### src/rtl/lcd_ctrl_pkg.sv
// rtl/lcd_ctrl_pkg.sv - shared state type, init ROM and command helpers for lcd_ctrl
package lcd_ctrl_pkg;

    typedef enum logic [2:0] {
        ST_PWRUP,
        ST_SETUP,
        ST_EN_HI,
        ST_WAIT,
        ST_IDLE
    } lcd_state_e;

    localparam int LCD_INIT_LEN = 4;

    // Function set 8-bit/2-line, display on, clear, entry mode increment (index 0 first)
    localparam logic [LCD_INIT_LEN-1:0][7:0] LCD_INIT_SEQ = {8'h06, 8'h01, 8'h0C, 8'h38};

    localparam logic [7:0] LCD_CMD_CLEAR = 8'h01;
    localparam logic [7:0] LCD_CMD_HOME  = 8'h02;

    // Clear and return-home need the long execution wait; 0x03 is home with the don't-care bit set
    function automatic logic is_long_cmd(input logic rs, input logic [7:0] data);
        return !rs && (data == LCD_CMD_CLEAR || data == LCD_CMD_HOME || data == 8'h03);
    endfunction

endpackage

### src/rtl/lcd_ctrl_if.sv
// rtl/lcd_ctrl_if.sv - request handshake bundle between the CPU register path and lcd_ctrl
interface lcd_ctrl_if;
    logic       valid;
    logic       ready;
    logic       rs;
    logic [7:0] data;

    modport master (output valid, output rs, output data, input ready);
    modport slave  (input valid, input rs, input data, output ready);
endinterface

### src/rtl/lcd_req_fifo.sv
// rtl/lcd_req_fifo.sv - small request FIFO, only built when LCD_CTRL_FIFO_EN is defined
`ifdef LCD_CTRL_FIFO_EN
module lcd_req_fifo #(
    parameter int DEPTH = 4,
    parameter int WIDTH = 9
) (
    input  logic             clk,
    input  logic             rst_n,
    input  logic             push,
    input  logic [WIDTH-1:0] push_data,
    input  logic             pop,
    output logic [WIDTH-1:0] pop_data,
    output logic             full,
    output logic             empty
);
    localparam int AW = $clog2(DEPTH);

    logic [WIDTH-1:0] mem [DEPTH];
    logic [AW-1:0]    wr_ptr;
    logic [AW-1:0]    rd_ptr;
    logic [AW:0]      count;
    logic             do_push;
    logic             do_pop;

    assign empty    = (count == '0);
    assign full     = (count == (AW+1)'(DEPTH));
    assign do_pop   = pop && !empty;
    // A pop in the same cycle frees the slot, so a full FIFO can still take a push
    assign do_push  = push && (!full || do_pop);
    assign pop_data = mem[rd_ptr];

    // Storage array, written at the tail
    always_ff @(posedge clk) begin
        if (do_push) begin
            mem[wr_ptr] <= push_data;
        end
    end

    // Pointers and occupancy
    always_ff @(posedge clk or negedge rst_n) begin
        if (!rst_n) begin
            wr_ptr <= '0;
            rd_ptr <= '0;
            count  <= '0;
        end else begin
            if (do_push) wr_ptr <= wr_ptr + AW'(1);
            if (do_pop)  rd_ptr <= rd_ptr + AW'(1);
            count <= count + (AW+1)'(do_push) - (AW+1)'(do_pop);
        end
    end
endmodule
`endif

### src/rtl/lcd_ctrl.sv
// rtl/lcd_ctrl.sv - HD44780 write sequencer with power-up init; LCD_CTRL_FIFO_EN adds a 4-deep request FIFO
module lcd_ctrl
    import lcd_ctrl_pkg::*;
#(
    parameter int PWRUP_CYC    = 750000,
    parameter int SETUP_CYC    = 4,
    parameter int EN_HI_CYC    = 25,
    parameter int CMD_WAIT_CYC = 2500,
    parameter int CLR_WAIT_CYC = 82000
) (
    input  logic       clk_i,
    input  logic       rst_ni,
    lcd_ctrl_if.slave  req,
    output logic       init_done_o,
    output logic       busy_o,
    output logic       lcd_on_o,
    output logic       lcd_en_o,
    output logic       lcd_rs_o,
    output logic       lcd_rw_o,
    output logic [7:0] lcd_data_o
);
    localparam int MAX_0   = (PWRUP_CYC > CLR_WAIT_CYC) ? PWRUP_CYC : CLR_WAIT_CYC;
    localparam int MAX_1   = (CMD_WAIT_CYC > EN_HI_CYC) ? CMD_WAIT_CYC : EN_HI_CYC;
    localparam int MAX_2   = (MAX_1 > SETUP_CYC) ? MAX_1 : SETUP_CYC;
    localparam int MAX_CYC = (MAX_0 > MAX_2) ? MAX_0 : MAX_2;
    localparam int CNT_W   = $clog2(MAX_CYC) + 1;

    // Reload values: a state lasting N cycles loads N-1 and leaves when the count hits 0
    localparam logic [CNT_W-1:0] LD_PWRUP = CNT_W'(PWRUP_CYC - 1);
    localparam logic [CNT_W-1:0] LD_SETUP = CNT_W'(SETUP_CYC - 1);
    localparam logic [CNT_W-1:0] LD_EN_HI = CNT_W'(EN_HI_CYC - 1);
    localparam logic [CNT_W-1:0] LD_CMD   = CNT_W'(CMD_WAIT_CYC - 1);
    localparam logic [CNT_W-1:0] LD_CLR   = CNT_W'(CLR_WAIT_CYC - 1);

    lcd_state_e       state_q, state_d;
    logic [CNT_W-1:0] cnt_q, cnt_d;
    logic             rs_q, rs_d;
    logic [7:0]       data_q, data_d;
    logic [1:0]       idx_q, idx_d;
    logic             done_q, done_d;
    logic             en_q;
    logic             lcd_on_q;

    logic             src_valid;
    logic             src_rs;
    logic [7:0]       src_data;
    logic             take;

`ifdef LCD_CTRL_FIFO_EN
    logic       fifo_full;
    logic       fifo_empty;
    logic [8:0] fifo_head;

    lcd_req_fifo #(.DEPTH(4), .WIDTH(9)) u_req_fifo (
        .clk       (clk_i),
        .rst_n     (rst_ni),
        .push      (req.valid && req.ready),
        .push_data ({req.rs, req.data}),
        .pop       (take),
        .pop_data  (fifo_head),
        .full      (fifo_full),
        .empty     (fifo_empty)
    );

    // Gated with lcd_on_q so every output reads 0 while reset is held
    assign req.ready             = lcd_on_q && !fifo_full;
    assign src_valid             = !fifo_empty;
    assign {src_rs, src_data}    = fifo_head;
    assign busy_o                = lcd_on_q && ((state_q != ST_IDLE) || !fifo_empty);
`else
    assign req.ready = (state_q == ST_IDLE) && done_q;
    assign src_valid = req.valid;
    assign src_rs    = req.rs;
    assign src_data  = req.data;
    assign busy_o    = lcd_on_q && (state_q != ST_IDLE);
`endif

    assign init_done_o = done_q;
    assign lcd_on_o    = lcd_on_q;
    assign lcd_en_o    = en_q;
    assign lcd_rs_o    = rs_q;
    assign lcd_data_o  = data_q;
    assign lcd_rw_o    = 1'b0;

    // State, counter, latched byte and EN strobe registers
    always_ff @(posedge clk_i or negedge rst_ni) begin
        if (!rst_ni) begin
            state_q  <= ST_PWRUP;
            cnt_q    <= '0;
            rs_q     <= 1'b0;
            data_q   <= 8'h00;
            idx_q    <= 2'd0;
            done_q   <= 1'b0;
            en_q     <= 1'b0;
            lcd_on_q <= 1'b0;
        end else begin
            state_q  <= state_d;
            cnt_q    <= cnt_d;
            rs_q     <= rs_d;
            data_q   <= data_d;
            idx_q    <= idx_d;
            done_q   <= done_d;
            en_q     <= (state_d == ST_EN_HI);
            lcd_on_q <= 1'b1;
        end
    end

    // Next-state sequencing: init ROM walk first, then one request per IDLE visit
    always_comb begin
        state_d = state_q;
        cnt_d   = (cnt_q == '0) ? '0 : cnt_q - CNT_W'(1);
        rs_d    = rs_q;
        data_d  = data_q;
        idx_d   = idx_q;
        done_d  = done_q;
        take    = 1'b0;
        case (state_q)
            ST_PWRUP: begin
                // First cycle after release arms the power-up delay
                if (!lcd_on_q) begin
                    cnt_d = LD_PWRUP;
                end else if (cnt_q == '0) begin
                    rs_d    = 1'b0;
                    data_d  = LCD_INIT_SEQ[0];
                    idx_d   = 2'd0;
                    state_d = ST_SETUP;
                    cnt_d   = LD_SETUP;
                end
            end
            ST_SETUP: begin
                if (cnt_q == '0) begin
                    state_d = ST_EN_HI;
                    cnt_d   = LD_EN_HI;
                end
            end
            ST_EN_HI: begin
                if (cnt_q == '0) begin
                    state_d = ST_WAIT;
                    cnt_d   = is_long_cmd(rs_q, data_q) ? LD_CLR : LD_CMD;
                end
            end
            ST_WAIT: begin
                if (cnt_q == '0) begin
                    if (done_q) begin
                        state_d = ST_IDLE;
                    end else if (idx_q == 2'(LCD_INIT_LEN - 1)) begin
                        state_d = ST_IDLE;
                        done_d  = 1'b1;
                    end else begin
                        idx_d   = idx_q + 2'd1;
                        rs_d    = 1'b0;
                        data_d  = LCD_INIT_SEQ[idx_q + 2'd1];
                        state_d = ST_SETUP;
                        cnt_d   = LD_SETUP;
                    end
                end
            end
            ST_IDLE: begin
                if (done_q && src_valid) begin
                    take    = 1'b1;
                    rs_d    = src_rs;
                    data_d  = src_data;
                    state_d = ST_SETUP;
                    cnt_d   = LD_SETUP;
                end
            end
            default: state_d = ST_PWRUP;
        endcase
    end
endmodule

### src/flat_wrapper.sv
// flat-port wrapper written by rule: the top's interface ports become plain ports
module lcd_ctrl_flat import lcd_ctrl_pkg::*;
#(
    parameter int PWRUP_CYC    = 750000,
    parameter int SETUP_CYC    = 4,
    parameter int EN_HI_CYC    = 25,
    parameter int CMD_WAIT_CYC = 2500,
    parameter int CLR_WAIT_CYC = 82000
)
  (clk_i, rst_ni, init_done_o, busy_o, lcd_on_o, lcd_en_o, lcd_rs_o, lcd_rw_o, lcd_data_o, req_valid, req_rs, req_data, req_ready);
  lcd_ctrl_if req_i ();
  input  logic clk_i;
  input  logic rst_ni;
  output logic init_done_o;
  output logic busy_o;
  output logic lcd_on_o;
  output logic lcd_en_o;
  output logic lcd_rs_o;
  output logic lcd_rw_o;
  output logic [7:0] lcd_data_o;
  input wire logic [$bits(req_i.valid)-1:0] req_valid;
  input wire logic [$bits(req_i.rs)-1:0] req_rs;
  input wire logic [$bits(req_i.data)-1:0] req_data;
  output wire logic [$bits(req_i.ready)-1:0] req_ready;
  assign req_i.valid = req_valid;
  assign req_i.rs = req_rs;
  assign req_i.data = req_data;
  assign req_ready = req_i.ready;
  lcd_ctrl #(.PWRUP_CYC(PWRUP_CYC), .SETUP_CYC(SETUP_CYC), .EN_HI_CYC(EN_HI_CYC), .CMD_WAIT_CYC(CMD_WAIT_CYC), .CLR_WAIT_CYC(CLR_WAIT_CYC)) u_core (.clk_i(clk_i), .rst_ni(rst_ni), .req(req_i), .init_done_o(init_done_o), .busy_o(busy_o), .lcd_on_o(lcd_on_o), .lcd_en_o(lcd_en_o), .lcd_rs_o(lcd_rs_o), .lcd_rw_o(lcd_rw_o), .lcd_data_o(lcd_data_o));
endmodule
### config.mk
export PLATFORM = sky130hd
export DESIGN_NAME = lcd_ctrl_flat
export DESIGN_NICKNAME = d
export VERILOG_FILES = /design/src/rtl/lcd_ctrl_pkg.sv /design/src/rtl/lcd_ctrl_if.sv /design/src/rtl/lcd_req_fifo.sv /design/src/rtl/lcd_ctrl.sv /design/src/flat_wrapper.sv
export SDC_FILE = /design/constraint.sdc
export NUM_CORES = 1
export LEC_CHECK = 0
export CELL_PAD_IN_SITES_DETAIL_PLACEMENT = 0
export CELL_PAD_IN_SITES_GLOBAL_PLACEMENT = 1
export CORE_ASPECT_RATIO = 0.5
export CORE_MARGIN = 2
export CORE_UTILIZATION = 46
export DETAILED_ROUTE_END_ITERATION = 16
export MAX_ROUTING_LAYER = met4
export PLACE_DENSITY = 0.95
export SYNTH_ARGS = -nofsm -noshare
export SYNTH_HDL_FRONTEND = slang
export SYNTH_SLANG_ARGS = --single-unit
### constraint.sdc
create_clock -name clk_i -period 8.4 [get_ports clk_i]
set_clock_uncertainty 0.15 [all_clocks]
set_input_delay 2.52 -clock clk_i [delete_from_list [all_inputs] [get_ports clk_i]]
set_output_delay 2.52 -clock clk_i [all_outputs]
set_load 0.05 [all_outputs]
# After elaboration in Yosys (flattened, before gate mapping)
# Index checks and enable logic that the tools add are counted.
# word_totals
ff_bits	38
wordCells	85
output_inout_bits	15
mem_bits_ro	0
in_bits	12
latchBits	0
mem_bits_rw	0
mem_count	0
# op_classes
n_lt_le_gt_ge	1
n_div	0
multipliers	0
n_eq_ne	16
n_bitwise	0
add_sub_neg	2
reduce_logical	14
shift	0
muxes	44
# op_table
cell	n
$mux W21	9
$pmux W21 S5	1
$mux W8	7
$mux W3	8
$pmux W8 S3	1
$logic_not A21 Y1	1
$sub A21 B1 Y21 const B	1
$mux W17	1
$bmux W8 S2	1
$eq A8 B2 Y1 const B	2
$pmux W3 S5	1
$mux W2	5
$eq A3 B2 Y1 const B	3
$eq A8 B1 Y1 const B	1
$mux W1	8
$reduce_and A7 Y1	1
$ne A2 B1 Y1 const B	3
$ne A2 B2 Y1 const B	3
$reduce_and A6 Y1	1
$logic_and A1 B1 Y1	4
$pmux W2 S2	1
$eq A3 B1 Y1 const B	1
$eq A3 B3 Y1 const B	1
$logic_not A3 Y1	1
other kinds (10)	11

# Logic depth before layout (Yosys ltp)
# logic_depth
word_depth	7
depth_mapped	9
ltp_nobuf	7

# Least setup slack after synthesis
# Ideal clock, no wire load.
# synth_path
kind	reg-to-output
from	register u_core.done_q (netlist: u_core.init_done_o)
to	output req_ready
path_slack_ps	4491
path_stages_with_launch	2
arrival_time_ps	1239
t_required_ps	5730
n_path_buf	0
cell_sequence	dfrtp_1 > and3_1
# synth_via
elab_chain_len	1
# synth_lines
item	line_no	rtl
from (decl)	lcd_ctrl.sv:40	logic done_q, done_d;
from (signal assigned)	lcd_ctrl.sv:102	done_q <= done_d;
$logic_and A1 B1 Y1	lcd_ctrl.sv:71	assign req.ready = (state_q == ST_IDLE) && done_q;
to (decl)	flat_wrapper.sv:24	output wire logic [$bits(req_i.ready)-1:0] req_ready;
# Every way passes these cells.

# Worst setup path in the final report
# layout_path
from	register u_core.state_q[1]
to	output busy_o
# layout_via
elab_chain_len	2
# layout_lines
item	line_no	rtl
from (decl)	lcd_ctrl.sv:35	lcd_state_e state_q, state_d;
from (signal assigned)	lcd_ctrl.sv:97	state_q <= state_d;
$ne A3 B3 Y1	lcd_ctrl.sv:75	assign busy_o = lcd_on_q && (state_q != ST_IDLE);
$logic_and A1 B1 Y1	lcd_ctrl.sv:75	
to (decl)	flat_wrapper.sv:15	output logic busy_o;
# Every way passes these cells.

==> results.toml <==
[placement]
gp_congestion = 0.855
placed_area_sq_um = 2450
place_hpwl_mm = 3.42
pre_cts_slack_ns = 3.58
io_buffers = 25

[critical_path]
worstPathCellList = "nor2_1 -> nand2_1 -> and2_1 -> clkdlybuf4s50_1"
max_stage_delay_ns = 0.70
crit_family = "simple AND/OR/NAND/NOR gates"
critPathBufInv = 1
crit_fanout = 14
rrSetupSlack_ns = 5.53
path_class = "reg2out"
crit_arrival_ns = 2.50
worst_path_max_delay_cell = "clkdlybuf4s50_1"
cp-start-kind = "flip-flop"
required_ns = 5.73
critPathCaptureType = "output port"

[final_layout]
fin_util_pct = 56.5
drive_above_1_share_pct = 9.84
final_area_sq_um = 2550
diodes = 0
finalNetCount = 271
syn_to_final_growth_pct = 15.2

[power]
power_density_nw_per_um2 = 130
combPwrFrac_pct = 3.9
finalPower_mw = 0.330
p_seq_share_pct = 55.6
power.switching_mw = 0.0759
p_clk_share_pct = 40.5
intPower_mw = 0.254
leakage_nw = 1.06
irDropWorstVdd_mv = 0.0801
p_sw_share_pct = 23.0

[sta]
fin_setup_tns_ns = 0
worst_slack_ns = 3.23
slew_headroom_pct = 44.4
rsz0062_at_grt = "false"
worstMarginPinSlew_ns = 0.828
setup_viol = 0
period_share_pct = 61.5
slew_violations = 0
max_freq_mhz = 194
finalHoldViolCount = 0
min_period_ns = 5.17

[die]
initial_utilization_pct = 49.0
die_w_um = 102
die_area_sq_um = 5410
core_area_sq_um = 4510
num_io_pins = 27
die_height_um = 53.0
rows = 17

[logic_synthesis]
ys_ff_latch = 38
synth_async_sr_flop_share_pct = 100
synth_top_cell_by_area = "dfrtp_1"
synth_edf_count = 0
yosys_warnings = 0
netlist_top_cells_area = "dfrtp_1, xor2_1, nor2_1"
syn_area_per_cell_sq_um = 9.57
ys.flop_type = "dfrtp_1"
synth_area_sq_um = 2210
syn_inst = 231
syn-num-nets = 249
synthDistinctLibCells = 49
seq_area_frac_synth_pct = 43.0
synth_top_area_share_pct = 43.0

[global_routing]
grt_pass1_wl_mm = 8.11
grt_start_max_net_pins = 39
grtUsageTotal_pct = 20.5
antenna_found_initial = 0
grt-ovfl-total = 0
grt_pass1_vias = 1720

[run]
maxCapViolCount = 0

[cts]
cts_tree = "done"
root_buffer = "clkbuf_8"
clk_latency_ns = 0.30
cts_hold_buf = 0
clock_sinks = 38
cts_resized = 0
clockBufferDepth = 2
clkTransAtPathRegs_ns = 0.07
cts_setup_buffers = 0
cts_buffers = 5
htree_levels = 2

[drt]
antenna_left = 0
route.detailed.drc = 0
drt-vias-per-instance = 5.43
dr.pass1.iters = 4
vias = 1736
wl_mm = 4.70
wire_per_inst_um = 14.7
first_iter_violations = 86

[hold_path]
min_path_type = "reg2reg"

[run_status]
outcome = "completed"
power by group through the flow:
stage,logic [mW],clock network [mW],registers (mW)
5_1_grt,0.0141,0.143,0.184
3_3_place_gp,0.0129,0,0.187
6_report,0.0127,0.134,0.184
2_1_floorplan,0.00276,0,0.188
3_5_place_dp,0.0130,0,0.187
4_1_cts,0.0131,0.137,0.184
final timing paths:
kind / start / to / depth (start not counted)
setup / recovery: u_core.state_q[1] / busy_o / 4
hold / removal: u_core.lcd_data_o[1] / u_core.lcd_data_o[1] / 1
setup reg to reg: u_core.cnt_q[13] / u_core.idx_q[0] / 5
hold reg to reg: u_core.lcd_data_o[1] / u_core.lcd_data_o[1] / 1
max in group asynchronous: rst_ni / u_core.lcd_en_o / 1
min in group asynchronous: rst_ni / u_core.cnt_q[4] / 1
through the flow:
stage          std cells  hold WS, ns
2_1_floorplan        231        0.356
3_3_place_gp         312        0.374
3_5_place_dp         312        0.382
4_1_cts              320        0.399
5_1_grt              320        0.432
6_report             320        0.400
sequential cells by signal, summed over array words and instances (netlist names):
name and cells:
u_core.lcd_rs_o 1, u_core.idx_q 2, u_core.init_done_o 1, u_core.lcd_data_o 8, u_core.cnt_q 21, u_core.state_q 3
u_core.lcd_en_o 1, u_core.lcd_on_o 1
cells by family (layout without fill, tap and decap cells):
kind of cell	count (synthesis)	count (layout)	synth area share, %
simple gates	86	86	20.0
mux	10	10	5.32
flops	38	38	43.0
other cells	2	2	0.340
xor+xnor	18	18	7.13
compound gates	49	49	14.8
fa+ha+maj	6	6	3.40
buf+inv	22	45	6.00
final cells by class:
| type | instances | area [sq um] |
|---|---|---|
| Multi-Input combinational cell | 171 | 1130 |
| Timing Repair Buffer | 25 | 245 |
| Tap cell | 66 | 82.6 |
| Fill cell | 431 | 1960 |
| Sequential cell | 38 | 951 |
| Inverter | 12 | 45.0 |
| Clock inverter | 2 | 12.5 |
| Clock buffer | 6 | 82.6 |
cells in the final DEF, fill, tap and decap left out, drive strengths merged, types with 2 or more instances in the layout:
master and count:
xor2 14, nor3 9, o21bai 2, nand4b 2, a21oi 6, inv 12, o32ai 3, nand3 7
clkbuf 6, a21o 3, conb 2, or4 3, o211ai 2, nand3b 2, a31oi 2, o22ai 2
xnor2 4, or2 2, ha 6, o31ai 2, mux2 8, o21ai 19, a22o 3, and2 2
and3 3, nand2 16, nor4 7, clkdlybuf4s50 24, mux2i 2, nor2 26, or3 4, dfrtp 38
synthesized netlist by cell type, types with 3 or more instances:
library cell  number
nand2_1           16
nand3_1            7
mux2_2             6
dfrtp_1           38
nor2_1            26
buf_4              3
a21oi_1            6
or3_1              3
a22o_1             3
buf_6              5
xnor2_1            4
a21o_1             3
nor4_1             7
inv_1             12
and3_1             3
ha_1               6
nor3_1             8
o21ai_0           18
xor2_1            14
worst register-to-register path: stages, from the launching register on:
cell and delay [ns]:
dfrtp_1 0.42, or4_4 0.56, or4_4 0.49, or2_1 0.45, nor3_2 0.32, mux2_2 0.36
routing by layer:
metal	global-route usage, %	part of all wire [%]	vias to the layer above
li1	-	-	852
met1	26.7	48	841
met2	32.6	47	36
met3	3.96	4.2	7
met4	7.33	1.5	0
met5	-	0	-
No activity file was read; power rests on OpenSTA's default activity.
